## src/rtl/snake_body_scheduler_if.sv

```systemverilog
// Signal bundle between the snake body scheduler and the game controller, direction decoder,
// cherry generator and VGA renderer.
interface snake_body_scheduler_if;
  logic       gamePrepare;
  logic       gameStart;
  logic [4:0] size;
  logic [1:0] dir_in;
  logic [4:0] cherry_x;
  logic [4:0] cherry_y;
  logic [4:0] qry_x;
  logic [4:0] qry_y;
  logic [4:0] head_x;
  logic [4:0] head_y;
  logic       snakeEatCherry;
  logic       bump;
  logic       move_tick;
  logic       qry_hit;
  logic       qry_head;

  modport master (
    output gamePrepare, gameStart, size, dir_in, cherry_x, cherry_y, qry_x, qry_y,
    input  head_x, head_y, snakeEatCherry, bump, move_tick, qry_hit, qry_head
  );

  modport slave (
    input  gamePrepare, gameStart, size, dir_in, cherry_x, cherry_y, qry_x, qry_y,
    output head_x, head_y, snakeEatCherry, bump, move_tick, qry_hit, qry_head
  );
endinterface

```

## src/rtl/snake_body_scheduler.sv

```systemverilog
// Moves the snake body once per move tick, checks wall and self collisions over a fixed
// scan window, reports cherry hits, and answers registered per-cell queries for the renderer.
module snake_body_scheduler #(
  parameter int GRID_W      = 32,
  parameter int GRID_H      = 24,
  parameter int MAX_LEN     = 31,
  parameter int TICK_CYCLES = 5_000_000
) (
  input logic                   clk,
  input logic                   reset,
  snake_body_scheduler_if.slave bus
);
  localparam int TW = $clog2(TICK_CYCLES + 1);
  localparam int LW = $clog2(MAX_LEN + 1);
  localparam int KW = $clog2(MAX_LEN);

  localparam logic [1:0] DIR_UP    = 2'd0;
  localparam logic [1:0] DIR_RIGHT = 2'd1;
  localparam logic [1:0] DIR_DOWN  = 2'd2;
  localparam logic [1:0] DIR_LEFT  = 2'd3;

  localparam logic [4:0]    START_X   = 5'(GRID_W / 2);
  localparam logic [4:0]    START_Y   = 5'(GRID_H / 2);
  localparam logic [4:0]    X_MAX     = 5'(GRID_W - 1);
  localparam logic [4:0]    Y_MAX     = 5'(GRID_H - 1);
  localparam logic [TW-1:0] TICK_LAST = TW'(TICK_CYCLES - 1);
  localparam logic [KW-1:0] CHK_LAST  = KW'(MAX_LEN - 1);

  typedef enum logic [2:0] {IDLE, WAIT, SHIFT, CHECK, RESULT} state_t;

  state_t        state_q;
  logic [TW-1:0] tick_q;
  logic [1:0]    dir_q;
  logic [LW-1:0] cur_len_q;
  logic [KW-1:0] chk_q;
  logic          coll_q;
  logic          bump_q;
  logic          eat_q;
  logic          move_tick_q;
  logic          qry_hit_q;
  logic          qry_head_q;
  logic [4:0]    seg_x_q [MAX_LEN];
  logic [4:0]    seg_y_q [MAX_LEN];

  logic [1:0] dir_d;
  logic [4:0] head_x_d;
  logic [4:0] head_y_d;
  logic       wall_d;
  logic       grow_d;
  logic       coll_d;
  logic       cherry_hit_d;
  logic       qry_hit_d;
  logic       qry_head_d;

  // A request for the exact opposite direction would fold the head back into the neck.
  assign dir_d = (bus.dir_in == (dir_q ^ 2'b10)) ? dir_q : bus.dir_in;

  always_comb begin
    head_x_d = seg_x_q[0];
    head_y_d = seg_y_q[0];
    wall_d   = 1'b0;
    case (dir_d)
      DIR_UP:    if (seg_y_q[0] == 5'd0)  wall_d = 1'b1; else head_y_d = seg_y_q[0] - 5'd1;
      DIR_RIGHT: if (seg_x_q[0] == X_MAX) wall_d = 1'b1; else head_x_d = seg_x_q[0] + 5'd1;
      DIR_DOWN:  if (seg_y_q[0] == Y_MAX) wall_d = 1'b1; else head_y_d = seg_y_q[0] + 5'd1;
      DIR_LEFT:  if (seg_x_q[0] == 5'd0)  wall_d = 1'b1; else head_x_d = seg_x_q[0] - 5'd1;
      default:   wall_d = 1'b0;
    endcase
  end

  assign grow_d = (int'(cur_len_q) < int'(bus.size)) && (int'(cur_len_q) < MAX_LEN);

  assign coll_d = coll_q || ((int'(chk_q) < int'(cur_len_q)) &&
                             (seg_x_q[chk_q] == seg_x_q[0]) && (seg_y_q[chk_q] == seg_y_q[0]));

  assign cherry_hit_d = (seg_x_q[0] == bus.cherry_x) && (seg_y_q[0] == bus.cherry_y);

  always_comb begin
    qry_hit_d  = 1'b0;
    qry_head_d = (seg_x_q[0] == bus.qry_x) && (seg_y_q[0] == bus.qry_y);
    for (int i = 0; i < MAX_LEN; i++) begin
      if ((i < int'(cur_len_q)) && (seg_x_q[i] == bus.qry_x) && (seg_y_q[i] == bus.qry_y)) begin
        qry_hit_d = 1'b1;
      end
    end
  end

  // The collision verdict is folded in on the last scan cycle so bump/eat are visible in RESULT.
  always_ff @(posedge clk) begin
    if (!reset || bus.gamePrepare) begin
      state_q     <= IDLE;
      tick_q      <= '0;
      dir_q       <= DIR_RIGHT;
      cur_len_q   <= LW'(1);
      chk_q       <= '0;
      coll_q      <= 1'b0;
      bump_q      <= 1'b0;
      eat_q       <= 1'b0;
      move_tick_q <= 1'b0;
      qry_hit_q   <= 1'b0;
      qry_head_q  <= 1'b0;
      for (int i = 0; i < MAX_LEN; i++) begin
        seg_x_q[i] <= '0;
        seg_y_q[i] <= '0;
      end
      seg_x_q[0] <= START_X;
      seg_y_q[0] <= START_Y;
    end else begin
      move_tick_q <= 1'b0;
      eat_q       <= 1'b0;
      qry_hit_q   <= qry_hit_d;
      qry_head_q  <= qry_head_d;
      case (state_q)
        IDLE: begin
          if (bus.gameStart && !bump_q) state_q <= WAIT;
        end
        WAIT: begin
          if (!bus.gameStart) begin
            state_q <= IDLE;
          end else if (tick_q == TICK_LAST) begin
            tick_q      <= '0;
            state_q     <= SHIFT;
            move_tick_q <= 1'b1;
          end else begin
            tick_q <= tick_q + 1'b1;
          end
        end
        SHIFT: begin
          dir_q <= dir_d;
          if (wall_d) begin
            bump_q  <= 1'b1;
            state_q <= IDLE;
          end else begin
            for (int i = 1; i < MAX_LEN; i++) begin
              seg_x_q[i] <= seg_x_q[i-1];
              seg_y_q[i] <= seg_y_q[i-1];
            end
            seg_x_q[0] <= head_x_d;
            seg_y_q[0] <= head_y_d;
            if (grow_d) cur_len_q <= cur_len_q + 1'b1;
            chk_q   <= KW'(1);
            coll_q  <= 1'b0;
            state_q <= CHECK;
          end
        end
        CHECK: begin
          coll_q <= coll_d;
          if (chk_q == CHK_LAST) begin
            state_q <= RESULT;
            if (coll_d) bump_q <= 1'b1;
            else if (cherry_hit_d) eat_q <= 1'b1;
          end else begin
            chk_q <= chk_q + 1'b1;
          end
        end
        RESULT: begin
          state_q <= bump_q ? IDLE : WAIT;
        end
        default: state_q <= IDLE;
      endcase
    end
  end

  assign bus.head_x         = seg_x_q[0];
  assign bus.head_y         = seg_y_q[0];
  assign bus.snakeEatCherry = eat_q;
  assign bus.bump           = bump_q;
  assign bus.move_tick      = move_tick_q;
  assign bus.qry_hit        = qry_hit_q;
  assign bus.qry_head       = qry_head_q;
endmodule
```

## src/flat_wrapper.sv

```systemverilog
// flat-port wrapper written by rule: the top's interface ports become plain ports
module snake_body_scheduler_flat 
#(
  parameter int GRID_W      = 32,
  parameter int GRID_H      = 24,
  parameter int MAX_LEN     = 31,
  parameter int TICK_CYCLES = 5_000_000
)
  (clk, reset, bus_gamePrepare, bus_gameStart, bus_size, bus_dir_in, bus_cherry_x, bus_cherry_y, bus_qry_x, bus_qry_y, bus_head_x, bus_head_y, bus_snakeEatCherry, bus_bump, bus_move_tick, bus_qry_hit, bus_qry_head);
  snake_body_scheduler_if bus_i ();
  input logic clk;
  input logic reset;
  input wire logic [$bits(bus_i.gamePrepare)-1:0] bus_gamePrepare;
  input wire logic [$bits(bus_i.gameStart)-1:0] bus_gameStart;
  input wire logic [$bits(bus_i.size)-1:0] bus_size;
  input wire logic [$bits(bus_i.dir_in)-1:0] bus_dir_in;
  input wire logic [$bits(bus_i.cherry_x)-1:0] bus_cherry_x;
  input wire logic [$bits(bus_i.cherry_y)-1:0] bus_cherry_y;
  input wire logic [$bits(bus_i.qry_x)-1:0] bus_qry_x;
  input wire logic [$bits(bus_i.qry_y)-1:0] bus_qry_y;
  output wire logic [$bits(bus_i.head_x)-1:0] bus_head_x;
  output wire logic [$bits(bus_i.head_y)-1:0] bus_head_y;
  output wire logic [$bits(bus_i.snakeEatCherry)-1:0] bus_snakeEatCherry;
  output wire logic [$bits(bus_i.bump)-1:0] bus_bump;
  output wire logic [$bits(bus_i.move_tick)-1:0] bus_move_tick;
  output wire logic [$bits(bus_i.qry_hit)-1:0] bus_qry_hit;
  output wire logic [$bits(bus_i.qry_head)-1:0] bus_qry_head;
  assign bus_i.gamePrepare = bus_gamePrepare;
  assign bus_i.gameStart = bus_gameStart;
  assign bus_i.size = bus_size;
  assign bus_i.dir_in = bus_dir_in;
  assign bus_i.cherry_x = bus_cherry_x;
  assign bus_i.cherry_y = bus_cherry_y;
  assign bus_i.qry_x = bus_qry_x;
  assign bus_i.qry_y = bus_qry_y;
  assign bus_head_x = bus_i.head_x;
  assign bus_head_y = bus_i.head_y;
  assign bus_snakeEatCherry = bus_i.snakeEatCherry;
  assign bus_bump = bus_i.bump;
  assign bus_move_tick = bus_i.move_tick;
  assign bus_qry_hit = bus_i.qry_hit;
  assign bus_qry_head = bus_i.qry_head;
  snake_body_scheduler #(.GRID_W(GRID_W), .GRID_H(GRID_H), .MAX_LEN(MAX_LEN), .TICK_CYCLES(TICK_CYCLES)) u_core (.clk(clk), .reset(reset), .bus(bus_i));
endmodule
```

## config.mk

```make
export PLATFORM = sky130hd
export DESIGN_NAME = snake_body_scheduler_flat
export DESIGN_NICKNAME = d
export VERILOG_FILES = /design/src/rtl/snake_body_scheduler_if.sv /design/src/rtl/snake_body_scheduler.sv /design/src/flat_wrapper.sv
export SDC_FILE = /design/constraint.sdc
export NUM_CORES = 1
export LEC_CHECK = 0
export BUFFER_PORTS_ARGS = -buffer_cell sky130_fd_sc_hd__buf_2
export CORE_MARGIN = 2
export CORE_UTILIZATION = 57
export CTS_CLUSTER_SIZE = 28
export DETAILED_ROUTE_END_ITERATION = 12
export PLACE_DENSITY = 0.74
export SYNTH_ARGS = -nofsm -noshare
export SYNTH_HDL_FRONTEND = slang
export SYNTH_SLANG_ARGS = --single-unit
```

## constraint.sdc

```tcl
create_clock -name clk -period 7.05 [get_ports clk]
set_input_delay 1.41 -clock clk [delete_from_list [all_inputs] [get_ports clk]]
set_output_delay 1.41 -clock clk [all_outputs]
set_load 0.01 [all_outputs]
```

After elaboration in Yosys (flattened, before gate mapping)

Memory sizes are Yosys's and may differ from the RTL's. A register that Yosys moved wholly into a read port is not among the register bits.
Index checks and enable logic that the tools add are counted.

Memories: 2
Flip-flop bits (word level): 44
Bits in writable memories: 310
Output and inout bits: 15
Input bits: 31

Equal/unequal tests: 85
Reduce and logical (&&, ||, !) cells: 85
Add/subtract/negate cells: 7
Multiplexer cells: 136
Bitwise gates (word level): 70
Order comparisons: 34

Memory list:

| memory         | words | width | read ports | clocked after memory_dff | write ports | line                       | text |
|---|---|---|---|---|---|---|---|
| u_core.seg_x_q | 31    | 5     | 32         | 1                        | 31          | snake_body_scheduler.sv:42 | `logic [4:0] seg_x_q [MAX_LEN];` |
| u_core.seg_y_q | 31    | 5     | 32         | 1                        | 31          | snake_body_scheduler.sv:43 | `logic [4:0] seg_y_q [MAX_LEN];` |

Operators with widths:

| cell                                                       | number |
|---|---|
| two-way mux 5 bit                                          | 74 |
| equality test 5 bit                                        | 66 |
| less-than comparator 5 bit (first input constant)          | 15 |
| logical AND 1 bit                                          | 68 |
| bitwise OR 1 bit                                           | 64 |
| two-way mux 1 bit                                          | 48 |
| less-than comparator 4 x 5 -> 1 bit (first input constant) | 8 |
| one-hot mux 5 bit (2 select lines)                         | 3 |
| adder 23 x 1 -> 23 bit (second input constant)             | 1 |
| equality test 23 bit (second input constant)               | 1 |
| two-way mux 23 bit                                         | 1 |
| adder 5 x 1 -> 5 bit (second input constant)               | 4 |
| less-than comparator 3 x 5 -> 1 bit (first input constant) | 4 |
| equality test 5 bit (second input constant)                | 3 |
| one-hot mux 3 bit (5 select lines)                         | 1 |
| two-way mux 3 bit                                          | 4 |
| logical NOT 5 bit                                          | 2 |
| less-than comparator 1 x 5 -> 1 bit (first input constant) | 2 |
| less-than comparator 2 x 5 -> 1 bit (first input constant) | 2 |
| less-than comparator 5 bit                                 | 2 |
| subtractor 5 x 1 -> 5 bit (second input constant)          | 2 |
| AND reduction 3 bit                                        | 3 |
| inequality test 2 x 1 -> 1 bit (second input constant)     | 4 |
| equality test 3 x 2 -> 1 bit (second input constant)       | 2 |
| 21 further kinds                                           | 33 |

Longest topological paths before layout

An unclocked memory read counts as a cell.

Depth after elaboration: 35
Gate-level depth with buffers: 11
Depth with buffers taken out: 10

Worst setup path before layout

No wires, ideal clock.

Path kind: input to register
Start point: input bus_dir_in[0]
End point: memory u_core.seg_x_q[10][0], enable pin
Cell stages on the path: 7
Arrival time: 5.575 ns
Path slack: 0.060 ns
Path buffers: 2
Cells stage by stage: xor2_1 -> mux2i_1 -> mux2i_1 -> o211ai_1 -> buf_2 -> buf_2 -> nand2_1

RTL lines:

| item            | line                       | text |
|---|---|---|
| start, declared | flat_wrapper.sv:16         | `input wire logic [$bits(bus_i.dir_in)-1:0] bus_dir_in;` |
| end, declared   | snake_body_scheduler.sv:42 |  |

==> metrics.yaml <==
cts:
  root_buffer: "clkbuf_16"
  cts_hold_buf: 0
  numCtsBuffers: 40
  cts.clk_slew.worst_paths_ns: 0.06
  post_cts_buffers: 0
  cts_resized: 0
  insertion_delay_ns: 0.55
  clock_path_buffers: 3
  h-tree-depth: 2
  cts_sinks: 359
  cts_tree: "done"
final_layout:
  areaGrowthSynthToFinish_pct: 7.94
  multiInputGateArea_um2: 10700
  regArea_um2: 8900
  fillers: 2906
  drive_gt1_frac: 0.104
  layout.nets: 2051
  mostFrequentLayoutCell: "nand2_1"
  final_cell_mix: "nand2_1 (311), xor2_1 (202), dfxtp_1 (187)"
  num_antenna_cells: 0
critical_path:
  crit_slowest_cell: "dfxtp_4"
  end_kind: "flop"
  worstPathMaxFanout: 46
  max_stage_delay_ns: 0.83
  crit_required_ns: 7.55
  path_buf_inv: 1
  start_kind: "flop"
  critPathKind: "reg -> reg"
  arrival_ns: 4.81
  crit_family: "compound AO/OA/AOI/OAI gates"
  path_cells: "buf_4, mux4_2, a22o_1, a2111oi_0, a221oi_1, xnor2_1, nor3_1, and3_1, o311a_1"
floorplan:
  pin_count: 46
  dieArea_um2: 37300
  die_x_um: 193
  chipHeight_um: 193
  initial_core_util: 0.576
  row_count: 69
  coreArea_um2: 35400
synthesis:
  ys_seq_elements: 359
  yosys_warnings: 0
  post_synth_num_cell_types: 71
  async_reset_ff_frac: 0
  synth_nets: 2096
  synth_cells: 2045
  yosysSeqAreaShare: 0.436
  synth-edff-count: 170
  ys.flop_type: "dfxtp_1"
  synth_area_um2: 20400
  synth_area_per_cell_um2: 9.97
place:
  dp_hpwl_um: 40400
  placement.io_buffers: 45
  gp_congestion: 1.08
  dpl_worst_slack_ns: 2.64
routing:
  vias: 15800
  wl_per_cell_um: 24.0
  ant_nets: 0
  dr.pass1.iters: 6
  dr.first_iter.drc_count: 2132
  viasPerCell: 6.35
  dr_wl_met2_um: 26600
  wirelength_um: 59600
  met1_length_um: 24100
  drc: 0
  routed.top_layer: "met5"
  wl_met3_um: 6340
power:
  leakage_nw: 7.83
  p_per_area_nw_per_um2: 212
  ir_drop_uv: 181
sta:
  relSlewSlack: 0.218
  setup_slack_ns: 2.74
  rsz0062_at_grt: "no"
  setup_viol_count_final: 0
  drv_slew: 0
  fmax_mhz: 232
  skew_ns: 0.0176
  period_minus_slack_ns: 4.31
  tns_ns: 0
  final-hold-violation-count: 0
  min_period_over_period: 0.611
  worstMarginPinSlew_ns: 1.17
global_route:
  grt_overflow: 0
  grt_max_degree: 174
  grt_pass1_vias: 14900
  grt_pass1_wl_um: 90800
  grt.total_usage: 0.325
  antenna_found_initial: 1
outcome:
  status: "completed"
hold_path:
  min_path_type: "reg -> reg"
  min_from: "u_core.seg_x_q[30][3]"
job:
  maxCapViolCount: 0
## synth_stat cells (all sizes together), types with 7 or more instances
cell type  number  area, µm²
nand2         312       1170
xor2          202       1770
dfxtp         189       3780
edfxtp        170       5100
and2          169       1060
xnor2         163       1430
a21oi         156        781
clkbuf         84        315
buf            74        422
nor2           62        233
mux4           61       1380
nor4           55        357
nand4          51        319
nor3           31        160
mux2i          30        300
nand3          23        115
o21ai          19       95.1
ha             18        225
inv            16       60.1
nor2b          15       93.8
and3           12       75.1
o211ai         12       90.1
mux2           10        116
nand2b         10       62.6
a21o            8       60.1
a211oi          7       52.6
a22o            7       61.3
## final cells by class
| type | instances | share of cell area |
|---|---|---|
| sequential | 359 | 0.404 |
| clock buffer | 59 | 0.0534 |
| inverter | 18 | 0.00307 |
| tap | 461 | 0.0262 |
| clock inverter | 11 | 0.00603 |
| timing repair buffer | 71 | 0.0197 |
| multi-input combinational | 1510 | 0.487 |
## report_power, final
group | internal, mW | switching (mW) | leakage, nW
clock | 1.26 | 0.851 | 0.639
combinational | 0.106 | 0.176 | 3.78
sequential | 2.22 | 0.0537 | 3.42
total | 3.59 | 1.08 | 7.83
## metal layers
layer / track usage / vias up
met3: 0.0719 / 165
met4: 0.138 / 2
met1: 0.451 / 7722
met5: 0 / -
met2: 0.491 / 900
li1: - / 7027
## stage by stage
step,instances,hold slack [ns],cell area (µm²),power (mW),utilization
6_report,2489,0.481,22000,4.67,0.622
5_1_grt,2489,0.499,22000,4.79,0.622
4_1_cts,2489,0.478,22000,4.68,0.622
3_5_place_dp,2419,0.462,20700,2.59,0.585
3_3_place_gp,2419,0.458,20700,2.59,0.585
2_1_floorplan,2045,0.421,20400,2.51,-
## path summary, 6_finish.rpt
path / slack, ns / cells after the start / to
max: 2.74 / 9 / u_core.bus.bump
min: 0.48 / 2 / u_core.seg_x_q[30][3]
max reg2reg: 2.74 / 9 / u_core.bus.bump
min reg2reg: 0.48 / 2 / u_core.seg_x_q[30][3]
## sequential cells by signal (all words and copies together) (netlist names), named ones only
signal	count
u_core.dir_q	2
u_core.cur_len_q	5
u_core.bus.snakeEatCherry	1
u_core.bus.move_tick	1
u_core.chk_q	5
u_core.seg_x_q	155
u_core.seg_y_q	155
u_core.bus.qry_hit	1
u_core.tick_q	23
u_core.bus.bump	1
u_core.state_q	3
u_core.coll_q	1
u_core.bus.qry_head	1
## cell families after synthesis
group	count (synthesis)	share of synthesized area
simple gates	768	0.190
buf+inv	176	0.0395
compound gates	256	0.0769
xor+xnor	365	0.157
flops	359	0.436
mux	101	0.0880
fa+ha+maj	20	0.0130
## worst min-delay path, stage by stage (launching register included)
cell and delay, ns:
dfxtp_1 0.32, nand2_1 0.06, a21oi_1 0.05
(Power assumes the default switching activity.)
